==> config.mk <==
export PLATFORM = sky130hd
export DESIGN_NAME = fp_addsub_gen
export DESIGN_NICKNAME = d
export VERILOG_FILES = /design/src/rtl/fpu_pkg.sv /design/src/rtl/fp_lzc.sv /design/src/rtl/fp_addsub_gen.sv
export SDC_FILE = /design/constraint.sdc
export NUM_CORES = 1
export LEC_CHECK = 0
export BUFFER_PORTS_ARGS = -buffer_cell sky130_fd_sc_hd__buf_2
export CAP_MARGIN = 20
export CORE_MARGIN = 2
export CORE_UTILIZATION = 45
export CTS_CLUSTER_SIZE = 10
export DETAILED_ROUTE_END_ITERATION = 8
export GPL_TIMING_DRIVEN = 0
export SETUP_SLACK_MARGIN = 0.4
export SLEW_MARGIN = 20
export SYNTH_ARGS = -nofsm -noshare
export SYNTH_HDL_FRONTEND = slang
export SYNTH_SLANG_ARGS = --single-unit
==> constraint.sdc <==
create_clock -name clk -period 11.95 [get_ports clk]
set_clock_uncertainty 0.05 [all_clocks]
set_input_delay 1.195 -clock clk [delete_from_list [all_inputs] [get_ports clk]]
set_output_delay 1.195 -clock clk [all_outputs]
set_load 0.05 [all_outputs]
==> src/rtl/fpu_pkg.sv <==
// fpu_pkg: shared FSM encoding, flag bit positions and canonical quiet-NaN pattern
package fpu_pkg;
  typedef enum logic [2:0] {S_IDLE, S_UNPACK, S_ALIGN, S_ADD, S_NORM, S_ROUND, S_DONE} state_e;
  localparam int FLG_INV = 3;
  localparam int FLG_OVF = 2;
  localparam int FLG_UNF = 1;
  localparam int FLG_INX = 0;
  function automatic logic [127:0] qnan_bits(input int exp_w, input int man_w);
    return ((128'(1) << (exp_w + 1)) - 128'(1)) << (man_w - 1);
  endfunction
endpackage

==> src/rtl/fp_lzc.sv <==
// fp_lzc: combinational leading-zero counter, returns W for an all-zero input
module fp_lzc #(
  parameter int W = 27,
  localparam int CW = $clog2(W + 1)
) (
  input  logic [W-1:0]  d_i,
  output logic [CW-1:0] cnt_o
);
  // highest set bit wins because later iterations overwrite earlier ones
  always_comb begin
    cnt_o = CW'(W);
    for (int i = 0; i < W; i++) if (d_i[i]) cnt_o = CW'(W - 1 - i);
  end
endmodule

==> src/rtl/fp_addsub_gen.sv <==
// fp_addsub_gen: multi-cycle IEEE-754 adder/subtractor with fixed six-cycle latency
module fp_addsub_gen
  import fpu_pkg::*;
#(
  parameter int EXP_W = 8,
  parameter int MAN_W = 23,
  localparam int W = 1 + EXP_W + MAN_W
) (
  input  logic         clk,
  input  logic         rst,
  input  logic         start,
  input  logic         op,
  input  logic [W-1:0] a,
  input  logic [W-1:0] b,
  output logic         ready,
  output logic         valid,
  output logic [W-1:0] c,
  output logic [3:0]   flags
);
  localparam int P = MAN_W + 1;
  localparam int X = MAN_W + 4;
  localparam int E = EXP_W + 1;
  localparam int LW = $clog2(X + 1);
  localparam logic [E-1:0] EMAX = E'((1 << EXP_W) - 1);
  localparam logic [W-1:0] QNAN = W'(qnan_bits(EXP_W, MAN_W));

  state_e state_q, state_d;
  logic [W-1:0] a_q, b_q, spc_q, res_q, c_q;
  logic op_q, sa_q, sb_q, sp_q, sgn_q, sub_q, valid_q;
  logic [E-1:0] ea_q, eb_q, ex_q;
  logic [P-1:0] ma_q, mb_q;
  logic [3:0] spf_q, resf_q, flags_q;
  logic [X-1:0] bx_q, sx_q, m_q;
  logic [X:0] sum_q;

  logic [EXP_W-1:0] fea, feb;
  logic [MAN_W-1:0] ffa, ffb;
  logic sbe, a_inf, b_inf, a_nan, b_nan, a_snan, b_snan, inv, sp;
  logic [W-1:0] spc;
  logic [3:0] spf;
  assign fea = a_q[W-2:MAN_W];
  assign feb = b_q[W-2:MAN_W];
  assign ffa = a_q[MAN_W-1:0];
  assign ffb = b_q[MAN_W-1:0];
  assign sbe = b_q[W-1] ^ op_q;
  assign a_nan = (&fea) & (|ffa);
  assign b_nan = (&feb) & (|ffb);
  assign a_inf = (&fea) & ~(|ffa);
  assign b_inf = (&feb) & ~(|ffb);
  assign a_snan = a_nan & ~ffa[MAN_W-1];
  assign b_snan = b_nan & ~ffb[MAN_W-1];
  assign inv = a_snan | b_snan | (a_inf & b_inf & (a_q[W-1] ^ sbe));
  assign sp = a_nan | b_nan | a_inf | b_inf;
  assign spc = (a_nan | b_nan | inv) ? QNAN
             : a_inf ? {a_q[W-1], {EXP_W{1'b1}}, {MAN_W{1'b0}}}
             : {sbe, {EXP_W{1'b1}}, {MAN_W{1'b0}}};
  assign spf = 4'(inv) << FLG_INV;

  logic a_big, lost;
  logic [E-1:0] e_hi, e_lo, diff;
  logic [P-1:0] m_hi, m_lo;
  logic [X-1:0] lo_ext, lo_sh;
  assign a_big = {ea_q, ma_q} >= {eb_q, mb_q};
  assign e_hi = a_big ? ea_q : eb_q;
  assign e_lo = a_big ? eb_q : ea_q;
  assign m_hi = a_big ? ma_q : mb_q;
  assign m_lo = a_big ? mb_q : ma_q;
  assign diff = e_hi - e_lo;
  assign lo_ext = {m_lo, 3'b000};
  assign lost = |(lo_ext & ~({X{1'b1}} << diff));
  assign lo_sh = (diff >= E'(MAN_W + 3)) ? X'(|m_lo) : (lo_ext >> diff) | X'(lost);

  logic [X:0] sum;
  assign sum = sub_q ? {1'b0, bx_q} - {1'b0, sx_q} : {1'b0, bx_q} + {1'b0, sx_q};

  logic [LW-1:0] lz;
  logic [E-1:0] lim, sh, e_nrm;
  logic [X-1:0] m_nrm;
  fp_lzc #(.W(X)) u_lzc (.d_i(sum_q[X-1:0]), .cnt_o(lz));
  assign lim = ex_q - E'(1);
  assign sh = (E'(lz) > lim) ? lim : E'(lz);
  assign m_nrm = sum_q[X] ? {sum_q[X:2], |sum_q[1:0]} : sum_q[X-1:0] << sh;
  assign e_nrm = sum_q[X] ? ex_q + E'(1) : ex_q - sh;

  logic up, ovf, inx, tiny;
  logic [P:0] rnd;
  logic [E-1:0] e_rnd;
  logic [W-1:0] res;
  logic [3:0] resf;
  assign up = m_q[2] & (m_q[1] | m_q[0] | m_q[3]);
  assign rnd = {1'b0, m_q[X-1:3]} + (P + 1)'(up);
  assign e_rnd = rnd[P] ? ex_q + E'(1) : ex_q;
  assign inx = |m_q[2:0];
  assign tiny = ~m_q[X-1];
  assign ovf = e_rnd >= EMAX;

  // pack the rounded result, saturating to signed infinity on overflow
  always_comb begin
    resf = '0;
    resf[FLG_OVF] = ovf;
    resf[FLG_UNF] = tiny & inx;
    resf[FLG_INX] = inx | ovf;
    res = ovf ? {sgn_q, {EXP_W{1'b1}}, {MAN_W{1'b0}}}
        : {sgn_q, (rnd[P] | rnd[MAN_W]) ? e_rnd[EXP_W-1:0] : {EXP_W{1'b0}},
           rnd[P] ? {MAN_W{1'b0}} : rnd[MAN_W-1:0]};
  end

  // state register
  always_ff @(posedge clk or posedge rst) begin
    if (rst) state_q <= S_IDLE;
    else state_q <= state_d;
  end

  // fixed walk through the stages; only IDLE waits for start
  always_comb begin
    state_d = state_q;
    ready = state_q == S_IDLE;
    unique case (state_q)
      S_IDLE:   state_d = start ? S_UNPACK : S_IDLE;
      S_UNPACK: state_d = S_ALIGN;
      S_ALIGN:  state_d = S_ADD;
      S_ADD:    state_d = S_NORM;
      S_NORM:   state_d = S_ROUND;
      S_ROUND:  state_d = S_DONE;
      S_DONE:   state_d = S_IDLE;
      default:  state_d = S_IDLE;
    endcase
  end

  // datapath registers, each stage loaded in its own FSM state
  always_ff @(posedge clk or posedge rst) begin
    if (rst) begin
      a_q <= '0; b_q <= '0; op_q <= 1'b0;
      sa_q <= 1'b0; sb_q <= 1'b0; ea_q <= '0; eb_q <= '0; ma_q <= '0; mb_q <= '0;
      sp_q <= 1'b0; spc_q <= '0; spf_q <= '0;
      sgn_q <= 1'b0; sub_q <= 1'b0; ex_q <= '0; bx_q <= '0; sx_q <= '0;
      sum_q <= '0; m_q <= '0; res_q <= '0; resf_q <= '0;
      c_q <= '0; flags_q <= '0; valid_q <= 1'b0;
    end else begin
      if (state_q == S_IDLE && start) begin
        a_q <= a; b_q <= b; op_q <= op;
      end
      if (state_q == S_UNPACK) begin
        sa_q <= a_q[W-1];
        sb_q <= sbe;
        ea_q <= {1'b0, (fea == '0) ? EXP_W'(1) : fea};
        eb_q <= {1'b0, (feb == '0) ? EXP_W'(1) : feb};
        ma_q <= {fea != '0, ffa};
        mb_q <= {feb != '0, ffb};
        sp_q <= sp; spc_q <= spc; spf_q <= spf;
      end
      if (state_q == S_ALIGN) begin
        sgn_q <= a_big ? sa_q : sb_q;
        sub_q <= sa_q ^ sb_q;
        ex_q <= e_hi;
        bx_q <= {m_hi, 3'b000};
        sx_q <= lo_sh;
      end
      if (state_q == S_ADD) begin
        sum_q <= sum;
        if (sub_q && sum == '0) sgn_q <= 1'b0;
      end
      if (state_q == S_NORM) begin
        m_q <= m_nrm; ex_q <= e_nrm;
      end
      if (state_q == S_ROUND) begin
        res_q <= sp_q ? spc_q : res;
        resf_q <= sp_q ? spf_q : resf;
      end
      if (state_q == S_DONE) begin
        c_q <= res_q; flags_q <= resf_q;
      end
      valid_q <= state_q == S_DONE;
    end
  end

  assign valid = valid_q;
  assign c = c_q;
  assign flags = flags_q;
endmodule

# Word level (Yosys, flattened, before mapping)

Cells that the tools add are included.

Register bits after elaboration: 358
Bits of input ports: 68
Logic and storage cells: 147

Add/subtract/negate cells: 7
Order comparisons: 4
Eq/ne operators: 6
Shifts and indexed selects: 3
Multiplexer cells: 54
Bitwise gates (word level): 31
Reduce and logical (&&, ||, !) cells: 17

Operator list:

| kind                                                                | number |
|---|---|
| 32-bit 2-to-1 mux                                                   | 3 |
| 5-bit 2-to-1 mux                                                    | 16 |
| 27-bit 2-to-1 mux                                                   | 2 |
| 24-bit 2-to-1 mux                                                   | 2 |
| 23-bit OR reduction                                                 | 2 |
| 9-bit 2-to-1 mux                                                    | 5 |
| 8-bit 2-to-1 mux                                                    | 5 |
| 4-bit 2-to-1 mux                                                    | 9 |
| 32-bit greater-or-equal comparator                                  | 1 |
| 31-bit 2-to-1 mux                                                   | 1 |
| 27-bit by 27-bit adder with 28-bit output                           | 1 |
| 28-bit logical NOT                                                  | 1 |
| 28-bit 2-to-1 mux                                                   | 1 |
| 27-bit by 27-bit subtractor with 28-bit output                      | 1 |
| 27-bit bitwise AND                                                  | 1 |
| 27-bit inverter                                                     | 1 |
| 27-bit by 1-bit bitwise OR with 27-bit output                       | 1 |
| 27-bit OR reduction                                                 | 1 |
| 27-bit by 9-bit left shift with 27-bit output                       | 1 |
| 27-bit by 9-bit left shift with 27-bit output, first input constant | 1 |
| 27-bit by 9-bit >> shifter with 27-bit output                       | 1 |
| 24-bit by 1-bit adder with 25-bit output                            | 1 |
| 24-bit OR reduction                                                 | 1 |
| 23-bit 2-to-1 mux                                                   | 1 |
| other kinds (25)                                                    | 62 |

# Depth between registers and ports, before layout

Gate-level depths: netlist (run 1).

Word-level depth: 32
Gate-level depth with buffers: 30
Gate-level depth less buffers: 28

# Modules after synthesis

A second synthesis (run 1) with hierarchy kept.

Cell total of the unflattened synthesis: 2362
Area total of the unflattened synthesis: 21227.9 sq um

By module, submodules not included:

| module        | times used | cells an instance | area an instance (sq um) |
|---|---|---|---|
| fp_addsub_gen | 1          | 2311              | 20950.1 |
| fp_lzc        | 1          | 51                | 277.8 |

# Worst setup path before layout (run 1)

OpenSTA, ideal clock, no wires.

Path kind: reg-to-reg
Start point: register sum_q[3]
End point: register ex_q[8]
Arrival time: 5.839 ns
Setup slack: 5.929 ns
Stages on the path, launching flop included: 26
Buffers on the path: 4
Period minus slack after synthesis: 6.021 ns
Path through: dfrtp_1 -> clkbuf_1 -> o31ai_1 -> a21boi_0 -> o31ai_1 -> a211oi_1 -> o311a_1 -> or2_2 -> ha_1 -> and3_1 -> a311o_1 -> a2111oi_4 -> buf_2 -> nor2_1 -> a21oi_1 -> inv_1 -> clkbuf_1 -> clkbuf_1 -> ha_1 -> o21ai_0 -> nand2b_1 -> a2111oi_0 -> a21oi_1 -> and2_1 -> o21ai_0 -> o31ai_1

Cells in the longest elaborated chain, start to end: 29

Ends and longest elaborated chain:

| what                                                     | RTL line             | text |
|---|---|---|
| from (decl)                                              | fp_addsub_gen.sv:34  | `logic [X:0] sum_q;` |
| from (signal assigned)                                   | fp_addsub_gen.sv:160 | `sum_q <= sum;` |
| 4-bit 2-to-1 mux (*) (8 in series)                       | fp_lzc.sv:12         | `for (int i = 0; i < W; i++) if (d_i[i]) cnt_o = CW'(W - 1 - i);` |
| 5-bit 2-to-1 mux (*) (16 in series)                      | fp_lzc.sv:12         |  |
| 5-bit by 9-bit greater-than comparator with 1-bit output | fp_addsub_gen.sv:81  | `assign sh = (E'(lz) > lim) ? lim : E'(lz);` |
| 9-bit 2-to-1 mux (*)                                     | fp_addsub_gen.sv:81  |  |
| 9-bit subtractor (*)                                     | fp_addsub_gen.sv:83  | `assign e_nrm = sum_q[X] ? ex_q + E'(1) : ex_q - sh;` |
| 9-bit 2-to-1 mux (*)                                     | fp_addsub_gen.sv:83  |  |
| 9-bit 2-to-1 mux (*)                                     | fp_addsub_gen.sv:163 | `if (state_q == S_NORM) begin` |
| to (signal assigned)                                     | fp_addsub_gen.sv:155 | `ex_q <= e_hi;` |
| to (signal assigned)                                     | fp_addsub_gen.sv:164 | `m_q <= m_nrm; ex_q <= e_nrm;` |
| to (decl)                                                | fp_addsub_gen.sv:30  | `logic [E-1:0] ea_q, eb_q, ex_q;` |

Mark *: on every way between the ends. The rest lies on a longest branch, timed or not.
A chain may end at the register's enable or synchronous reset.

# Worst setup path in the final report (run 1)

Ends and elaborated chain as after synthesis.

==> run_results.csv, run 1 <==
group,metric,value,unit
outcome,status,"finished, final reports clean",
clock_tree,cts_resized,0,
route,avgViaCountPerCell,6.07,
clock_tree,cts_buffers,42,
yosys,syn_inst,2435,
worst_hold_path,hold_depth,2,
clock_tree,cts_sinks,329,
grt,grt_pass1_wl,115000,µm
clock_tree,cts_setup_buffers,0,
timing,rsz0062_at_grt,"false",
timing,finalCritPeriodShare,65.4,%
yosys,synth_edf_count,0,
place,dp.cells,3158,
die,start_util,45.4,%
yosys,synth_nets,2601,
place,dp_hpwl,58800,µm
route,ant_nets,0,
timing,max_freq,128,MHz
die,fp.dieW,223,µm
yosys,synth.distinct_cells,95,
yosys,synth_area,21600,µm²
yosys,synth_top_area_cell,"dfrtp_1",
die,row_count,80,
clock_tree,htreeDepth,2,
die,io_pins,106,
timing,period_needed,7.81,ns
critical_path,crit_fanout,10,
worst_hold_path,holdCritPathClass,"flip-flop to flip-flop",
grt,gr-total-overflow,0,
critical_path,worstReg2RegStart,"sum_q[3]$_DFFE_PP0P_",
yosys,synth_async_sr_flop_share,100,%
yosys,synthDominantCellAreaShare,38.1,%
critical_path,r2r_cells,25,
critical_path,reg2reg_slack,4.14,ns
grt,antenna_found_initial,1,
yosys,yosysSeqAreaShare,38.1,%
route,routedWlPerCell,23.1,µm
clock_tree,cts_tree,"yes",
clock_tree,clk_pin_slew,0.06,ns
final_layout,num_antenna_cells,0,
yosys,synth.most_common_cell,"nand2_1",
critical_path,r2r_end,"ex_q[8]$_DFFE_PP0P_",
timing,tightest_slew,1.12,ns
critical_path,cp-end-kind,"flip-flop",
yosys,synthTopCellsByCount,"nand2_1 (372), dfrtp_1 (329), o21ai_0 (165), nor2_1 (162), a21oi_1 (144)",
place,port-buffer-count,105,
critical_path,required,12.34,ns
timing,slew_headroom,25.4,%
worst_hold_path,worstHoldStart,"res_q[17]$_DFFE_PP0N_",
timing,drv_slew,0,
critical_path,setup.worst_path.start_class,"flip-flop",
timing,hold_viol_final,0,
worst_hold_path,worstHoldEndpoint,"c[17]$_DFFE_PP0P_",
final_layout,syn_to_final_growth,12.2,%
flow_run,cap_violations,0,
route,wirelength,74400,µm
route,drtIter0Drc,1887,
grt,grtUsageTotal,29.7,%
final_layout,drive_gt1_share,13.1,%
timing,hold_ws,0.417,ns
final_layout,num-nets-final,2753,
yosys,syn_area_per_cell,8.86,µm²
clock_tree,root_buffer,"clkbuf_16",
clock_tree,cts_max_path_buffers,3,
clock_tree,clock_latency,0.58,ns
final_layout,instances_no_fill,3219,
die,die_h,223,µm
yosys,yosys_register_bits,329,
grt,grt_pass1_vias,19100,
place,gp_congestion,0.971,
route,drc,0,
timing,finalSetupViolCount,0,
yosys,ys_top_cells_by_area,"dfrtp_1 (38%), nand2_1 (6.5%), mux2_2 (5.9%)",
route,first_pass_iters,6,
yosys,ys_warn_count,0,
critical_path,worstSetupPathType,"flip-flop to flip-flop",
die,core_area,47500,µm²
route,vias,19500,
place,place_area,23000,µm²
grt,grt_max_degree,101,
yosys,synth-main-ff-cell,"dfrtp_1",
critical_path,cp_data_arrival_time,8.20,ns
die,die_area,49700,µm²
clock_tree,cts_hold_buf,0,
final_layout,fin_area,24200,µm²
critical path, stage by stage, from the launching register on:
cell and delay [ns]:
dfrtp_1 0.35, clkbuf_1 0.22, o31ai_1 0.28, a21boi_0 0.16
o31ai_1 0.22, a211oi_1 0.13, o311a_1 0.37, or2_2 0.31
ha_1 0.30, and3_1 0.18, a311o_1 0.38, a2111oi_4 0.52
buf_2 0.31, nor2_1 0.07, a21oi_1 0.86, inv_1 0.17
clkbuf_1 0.33, clkbuf_1 0.37, ha_1 0.41, o21ai_0 0.09
nand2b_1 0.12, a2111oi_0 0.86, a21oi_1 0.17, and2_1 0.21
o21ai_0 0.15, o31ai_1 0.09
worst max-delay path by stage:
stage | startpoint | end
2_1_floorplan | rst | a_q[0]$_DFFE_PP0P_
3_3_place_gp | rst | sx_q[4]$_DFFE_PP0P_
3_5_place_dp | sum_q[3]$_DFFE_PP0P_ | ex_q[8]$_DFFE_PP0P_
4_1_cts | sum_q[3]$_DFFE_PP0P_ | ex_q[8]$_DFFE_PP0P_
5_1_grt | sum_q[3]$_DFFE_PP0P_ | ex_q[8]$_DFFE_PP0P_
6_report | sum_q[3]$_DFFE_PP0P_ | ex_q[8]$_DFFE_PP0P_
kinds of logic (layout without fill, tap and decap cells):
family,after synthesis,count (layout),synth area share [%]
and+or+nand+nor,810,810,17.0
AOI/OAI and AO/OA,621,621,19.0
DFF,329,329,38.1
buffers and inverters,263,432,4.78
muxes,248,248,12.6
adders and majority gates,98,98,5.75
xor gates and xnor gates,66,66,2.68
layout make-up:
type	instances	area, µm²
fill	4572	23300
multi-input combinational	1843	12300
sequential	329	8230
clock buffer	51	1100
tap	615	769
timing repair buffer	108	608
buffer	146	593
inverter	117	447
clock inverter	10	126
per-stage QoR:
stage / util [%] / setup TNS [ns] / setup WS [ns]
6_report: 50.9 / 0 / 4.14
5_1_grt: 50.9 / 0 / 3.43
4_1_cts: 50.9 / 0 / 4.32
2_1_floorplan: - / 0 / 1.59
3_3_place_gp: 48.1 / -611.08 / -1.90
3_5_place_dp: 48.3 / 0 / 4.36
layer usage:
metal,share of wire (%),GRT usage (%),wire (µm),up-vias
li1,-,-,-,9086
met1,46,42.0,34100,9644
met2,45,46.5,33600,689
met3,6.0,4.83,4470,122
met4,3.0,9.29,2200,2
met5,0.017,0,13,-
state kept, by name, summed over array words and instances (netlist names), 3 cells and up:
| name | count |
|---|---|
| eb_q | 8 |
| bx_q | 24 |
| ma_q | 24 |
| mb_q | 24 |
| ex_q | 9 |
| res_q | 32 |
| a_q | 32 |
| b_q | 32 |
| state_q | 3 |
| resf_q | 4 |
| flags | 4 |
| spc_q | 3 |
| m_q | 27 |
| c | 32 |
| sum_q | 28 |
| sx_q | 27 |
| ea_q | 8 |
cell usage in the layout (no fill, tap or decap), drive strengths merged, types with 14 or more instances in the layout:
cell type	n
inv	118
nand3	51
a31oi	42
a22oi	14
and3	21
xnor2	37
mux2	114
nor2	163
nor4	25
nand2	373
a221oi	14
a21oi	146
clkbuf	169
a2111oi	14
nor2b	14
nand2b	17
ha	96
nor3	54
dfrtp	329
a211oi	16
buf	136
nand4	29
o21ai	169
xor2	29
and2	15
o31ai	17
o211ai	31
mux2i	127
Power of run 1 is not shown: default switching activity piles up to over one toggle a cycle in this logic, so the estimate is an artifact.
==> inputs of run 2 (changes only) <==
--- a/config.mk
+++ b/config.mk
@@ -5,6 +5,7 @@
 export SDC_FILE = /design/constraint.sdc
 export NUM_CORES = 1
 export LEC_CHECK = 0
+export ABC_AREA = 1
 export BUFFER_PORTS_ARGS = -buffer_cell sky130_fd_sc_hd__buf_2
 export CAP_MARGIN = 20
 export CORE_MARGIN = 2
==> constraint.sdc (replaced) <==
create_clock -name clk -period 7.2 [get_ports clk]
set_clock_uncertainty 0.05 [all_clocks]
set_input_delay 0.72 -clock clk [delete_from_list [all_inputs] [get_ports clk]]
set_output_delay 0.72 -clock clk [all_outputs]
set_load 0.05 [all_outputs]
==> run_results.csv, run 2 <==
group,metric,value,unit
grt,grtUsageTotal,30.9,%
route,routedWlPerCell,20.2,µm
yosys,synthXorXnorAreaFrac,2.24,%
place,dp_hpwl,61100,µm
clock_tree,cts_max_path_buffers,3,
yosys,syn_inst,3000,
final_layout,num-nets-final,3324,
yosys,synthDominantCellAreaShare,38.3,%
outcome,status,"finished, final reports clean",
yosys,synth_top_area_cell,"dfrtp_1",
critical_path,required,7.55,ns
critical_path,crit_fanout,10,
clock_tree,cts_setup_buffers,0,
place,gp_congestion,0.928,
critical_path,critical_path.slowest_cell,"clkbuf_1",
die,die_h,223,µm
clock_tree,cts_sinks,329,
die,fp.dieW,223,µm
clock_tree,cts_hold_buf,0,
final_layout,postLayoutCoreUtil,50.9,%
critical_path,r2r_cells,44,
critical_path,cp_data_arrival_time,6.56,ns
route,drtIter0Drc,1666,
route,first_pass_iters,6,
clock_tree,cts_buffers,40,
clock_tree,cts_tree,"yes",
flow_run,cap_violations,0,
clock_tree,clk_pin_slew,0.07,ns
yosys,synthSimpleGateAreaFrac,26.4,%
grt,antenna_found_initial,0,
final_layout,multi_input_area,11300,µm²
final_layout,final_common_cell,"nand2_1",
grt,gr-total-overflow,0,
timing,slew_headroom,28.4,%
final_layout,fillers,4853,
yosys,ys_top_cells_by_area,"dfrtp_1 (38%), nand2_1 (12%), o21ai_0 (7.2%)",
timing,finalSetupViolCount,0,
route,wirelength,76500,µm
critical_path,crit_top_cell,"nand2_1",
yosys,yosys_register_bits,329,
timing,rsz0062_at_grt,"false",
critical_path,max_stage_delay,0.53,ns
final_layout,drive_gt1_share,8.04,%
grt,grt_pass1_wl,119000,µm
route,drc,0,
die,core_area,47400,µm²
clock_tree,htreeDepth,2,
timing,finalCritPeriodShare,86.2,%
timing,drv_slew,0,
die,row_count,80,
yosys,synth.most_common_cell,"nand2_1",
grt,grt_max_degree,35,
yosys,ys_warn_count,0,
timing,tightest_slew,1.07,ns
critical_path,setup.worst_path.start_class,"flip-flop",
route,avgViaCountPerCell,5.60,
final_layout,seqCellArea,8230,µm²
yosys,synth_edf_count,0,
yosys,muxShareOfSynthArea,0.989,%
timing,worst_slack,0.993,ns
timing,fin_tns_setup,0,ns
grt,grt_pass1_vias,20800,
timing,hold_viol_final,0,
die,io_pins,106,
clock_tree,clock_latency,0.57,ns
yosys,synth.distinct_cells,65,
yosys,yosysSeqAreaShare,38.3,%
final_layout,final_cell_mix,"nand2_1 (692), inv_1 (351), dfrtp_1 (329)",
worst_hold_path,holdCritPathClass,"primary input to asynchronous set/reset pin",
timing,period_needed,6.21,ns
clock_tree,root_buffer,"clkbuf_16",
yosys,synth-main-ff-cell,"dfrtp_1",
place,port-buffer-count,105,
final_layout,syn_to_final_growth,12.3,%
yosys,syn_area_per_cell,7.17,µm²
die,die_area,49500,µm²
route,vias,21200,
route,ant_nets,0,
final_layout,num_antenna_cells,0,
yosys,synth_nets,3166,
yosys,synthTopCellsByCount,"nand2_1 (692), inv_1 (352), dfrtp_1 (329), o21ai_0 (308), nand3_1 (294)",
yosys,synth_async_sr_flop_share,100,%
yosys,synth_area,21500,µm²
timing,hold_ws,0.109,ns
place,dp_slack,0.821,ns
critical_path,worstSetupPathType,"flip-flop to flip-flop",
yosys,synthAdderAreaFrac,5.77,%
critical_path,cp-end-kind,"flip-flop",
yosys,synth_compound_area_share,17.1,%
clock_tree,cts_resized,0,
die,start_util,45.3,%
timing,max_freq,161,MHz
yosys,synth_top_family_by_area,"simple AND/OR/NAND/NOR gates",
run 2: cell count changes in the layout (fill, tap and decap cells not counted), sizes merged, moves of 96 or more:
| cell | delta |
|---|---|
| o21ai | +173 |
| mux2i | -126 |
| nand3 | +250 |
| nand2 | +328 |
| mux2 | -96 |
| inv | +242 |
run 2: path summary, 6_finish.rpt:
path | from | to | slack, ns
setup / recovery | sum_q[2]$_DFFE_PP0P_ | ex_q[8]$_DFFE_PP0P_ | 0.99
hold / removal | rst | sum_q[11]$_DFFE_PP0P_ | 0.11
setup reg to reg | sum_q[2]$_DFFE_PP0P_ | ex_q[8]$_DFFE_PP0P_ | 0.99
hold reg to reg | c[24]$_DFFE_PP0P_ | c[24]$_DFFE_PP0P_ | 0.42
max in group asynchronous | rst | c[25]$_DFFE_PP0P_ | 5.77
min in group clk | a[4] | a_q[4]$_DFFE_PP0P_ | 0.34
run 2: area by class of cell:
class                           count  area share (%)
Multi-Input combinational cell   2159            46.7
Sequential cell                   329            34.1
Inverter                          362            5.66
Clock buffer                       50            4.51
Tap cell                          615            3.19
Timing Repair Buffer              116            3.12
Buffer                            150            2.60
Clock inverter                      4           0.145
run 2: per-stage QoR:
step / instance area, µm² / cells
global placement: 22800 / 3720
global route: 24200 / 3785
CTS: 24100 / 3785
detailed placement: 23000 / 3731
floorplan: 21500 / 3000
finish: 24200 / 3785
run 2: logic make-up after synthesis:
family | after synthesis
flops | 329
mux | 19
buf+inv | 512
fa+ha+maj | 98
simple gates | 1310
compound gates | 677
xor+xnor | 55
run 2: metal layers:
metal	wire (µm)	GRT usage, %	part of all wire (%)	up-vias
li1	-	-	-	10300
met1	32000	38.7	42	10100
met2	37800	54.4	49	608
met3	3270	3.32	4.3	175
met4	3370	12.7	4.4	0
met5	0	0	0	-
run 2: critical path, delay by kind of cell, from the launching register on:
family / cells / cell delay [ns]
simple gates: 31 / 2.26
flops: 1 / 0.45
buf+inv: 3 / 1.09
fa+ha+maj: 2 / 0.55
compound gates: 8 / 1.67
Power of run 2 is left out for the same reason.
==> inputs of run 3 (changes only) <==
--- a/config.mk
+++ b/config.mk
@@ -13,6 +13,7 @@
 export CTS_CLUSTER_SIZE = 10
 export DETAILED_ROUTE_END_ITERATION = 8
 export GPL_TIMING_DRIVEN = 0
+export PLACE_DENSITY = 0.71
 export SETUP_SLACK_MARGIN = 0.4
 export SLEW_MARGIN = 20
 export SYNTH_ARGS = -nofsm -noshare
==> run_results.csv, run 3 (synthesis gave the netlist of run 2 again) <==
group,metric,value,unit
grt,gr-total-overflow,0,
flow_run,cap_violations,0,
clock_tree,cts_tree,"yes",
clock_tree,clock_latency,0.57,ns
die,fp.dieW,223,µm
route,first_pass_iters,6,
place,dp_hpwl,55200,µm
final_layout,num_antenna_cells,0,
clock_tree,cts_buffers,40,
critical_path,critical_path.slowest_cell,"clkbuf_1",
critical_path,cp-end-kind,"flip-flop",
clock_tree,clk_pin_slew,0.06,ns
critical_path,cp_data_arrival_time,6.34,ns
timing,hold_viol_final,0,
final_layout,final_common_cell,"nand2_1",
final_layout,drive_gt1_share,7.99,%
die,start_util,45.3,%
die,die_h,223,µm
route,vias,21200,
final_layout,num-nets-final,3324,
place,dp.cells,3731,
final_layout,final_cell_mix,"nand2_1 (692), inv_1 (351), dfrtp_1 (329)",
critical_path,crit_fanout,10,
timing,finalSetupViolCount,0,
critical_path,r2r_cells,47,
clock_tree,cts_sinks,329,
timing,rsz0062_at_grt,"false",
clock_tree,cts_hold_buf,0,
final_layout,instances_no_fill,3783,
final_layout,fillers,4740,
route,wirelength,70100,µm
timing,hold_ws,0.0217,ns
critical_path,setup.worst_path.start_class,"flip-flop",
critical_path,required,7.57,ns
route,avgViaCountPerCell,5.61,
grt,antenna_found_initial,1,
timing,slew_headroom,40.0,%
route,routedWlPerCell,18.5,µm
place,gp_congestion,0.979,
clock_tree,root_buffer,"clkbuf_16",
place,port-buffer-count,105,
timing,finalCritPeriodShare,82.9,%
grt,grt_pass1_vias,20300,
timing,drv_slew,0,
die,die_area,49500,µm²
final_layout,syn_to_final_growth,12.3,%
route,drc,0,
critical_path,crit_top_cell,"nand2_1",
clock_tree,cts_max_path_buffers,3,
final_layout,fin_area,24100,µm²
timing,worst_slack,1.23,ns
clock_tree,cts_resized,0,
critical_path,worstSetupPathType,"flip-flop to flip-flop",
die,core_area,47400,µm²
timing,max_freq,168,MHz
critical_path,max_stage_delay,0.51,ns
place,place_area,23000,µm²
worst_hold_path,holdCritPathClass,"primary input to asynchronous set/reset pin",
grt,grtUsageTotal,28.2,%
grt,grt_max_degree,35,
timing,period_needed,5.97,ns
outcome,status,"finished, final reports clean",
grt,grt_pass1_wl,111000,µm
place,dp_slack,1.19,ns
clock_tree,cts_setup_buffers,0,
die,row_count,80,
route,drtIter0Drc,1996,
die,io_pins,106,
timing,tightest_slew,0.891,ns
clock_tree,htreeDepth,2,
route,ant_nets,0,
## run 3: critical path: cells and delay by family, from the launching register on
kind	cells	cell delay, ns
AO/OA/AOI/OAI	8	1.31
AND/OR/NAND/NOR	33	2.33
flip-flops	1	0.44
adder cells (fa/ha/maj)	2	0.67
buffers and inverters	4	1.00
## run 3: path summary, 6_finish.rpt
check	start	end	slack, ns
min in group clk	b[8]	b_q[8]$_DFFE_PP0P_	0.34
setup / recovery	sum_q[2]$_DFFE_PP0P_	ex_q[8]$_DFFE_PP0P_	1.23
setup reg to reg	sum_q[2]$_DFFE_PP0P_	ex_q[8]$_DFFE_PP0P_	1.23
max in group asynchronous	rst	a_q[24]$_DFFE_PP0P_	5.93
hold / removal	rst	sum_q[15]$_DFFE_PP0P_	0.02
hold reg to reg	c[30]$_DFFE_PP0P_	c[30]$_DFFE_PP0P_	0.41
## run 3: final cells by class
class	instances	area [µm²]	share of cell area [%]
plain buffers	150	626	2.59
clock buffers	45	1030	4.27
clock inverters	7	92.6	0.384
inverters	362	1370	5.66
multi-input cells	2159	11300	46.7
flip-flops and latches	329	8230	34.1
well taps	615	769	3.19
repair buffers	116	746	3.09
## run 3: per-layer routing
metal	share of wire, %	GRT usage [%]	up-vias
li1	-	-	10300
met1	42	36.2	9948
met2	47	47.7	808
met3	6.4	3.70	206
met4	4.8	12.6	2
met5	0.019	0	-
## run 3: stage by stage
stage          util, %  setup TNS (ns)
3_3_place_gp      48.0          -19.07
6_report          50.9               0
3_5_place_dp      48.5               0
5_1_grt           50.9               0
2_1_floorplan        -               0
4_1_cts           50.9               0
Power of run 3 is left out for the same reason.
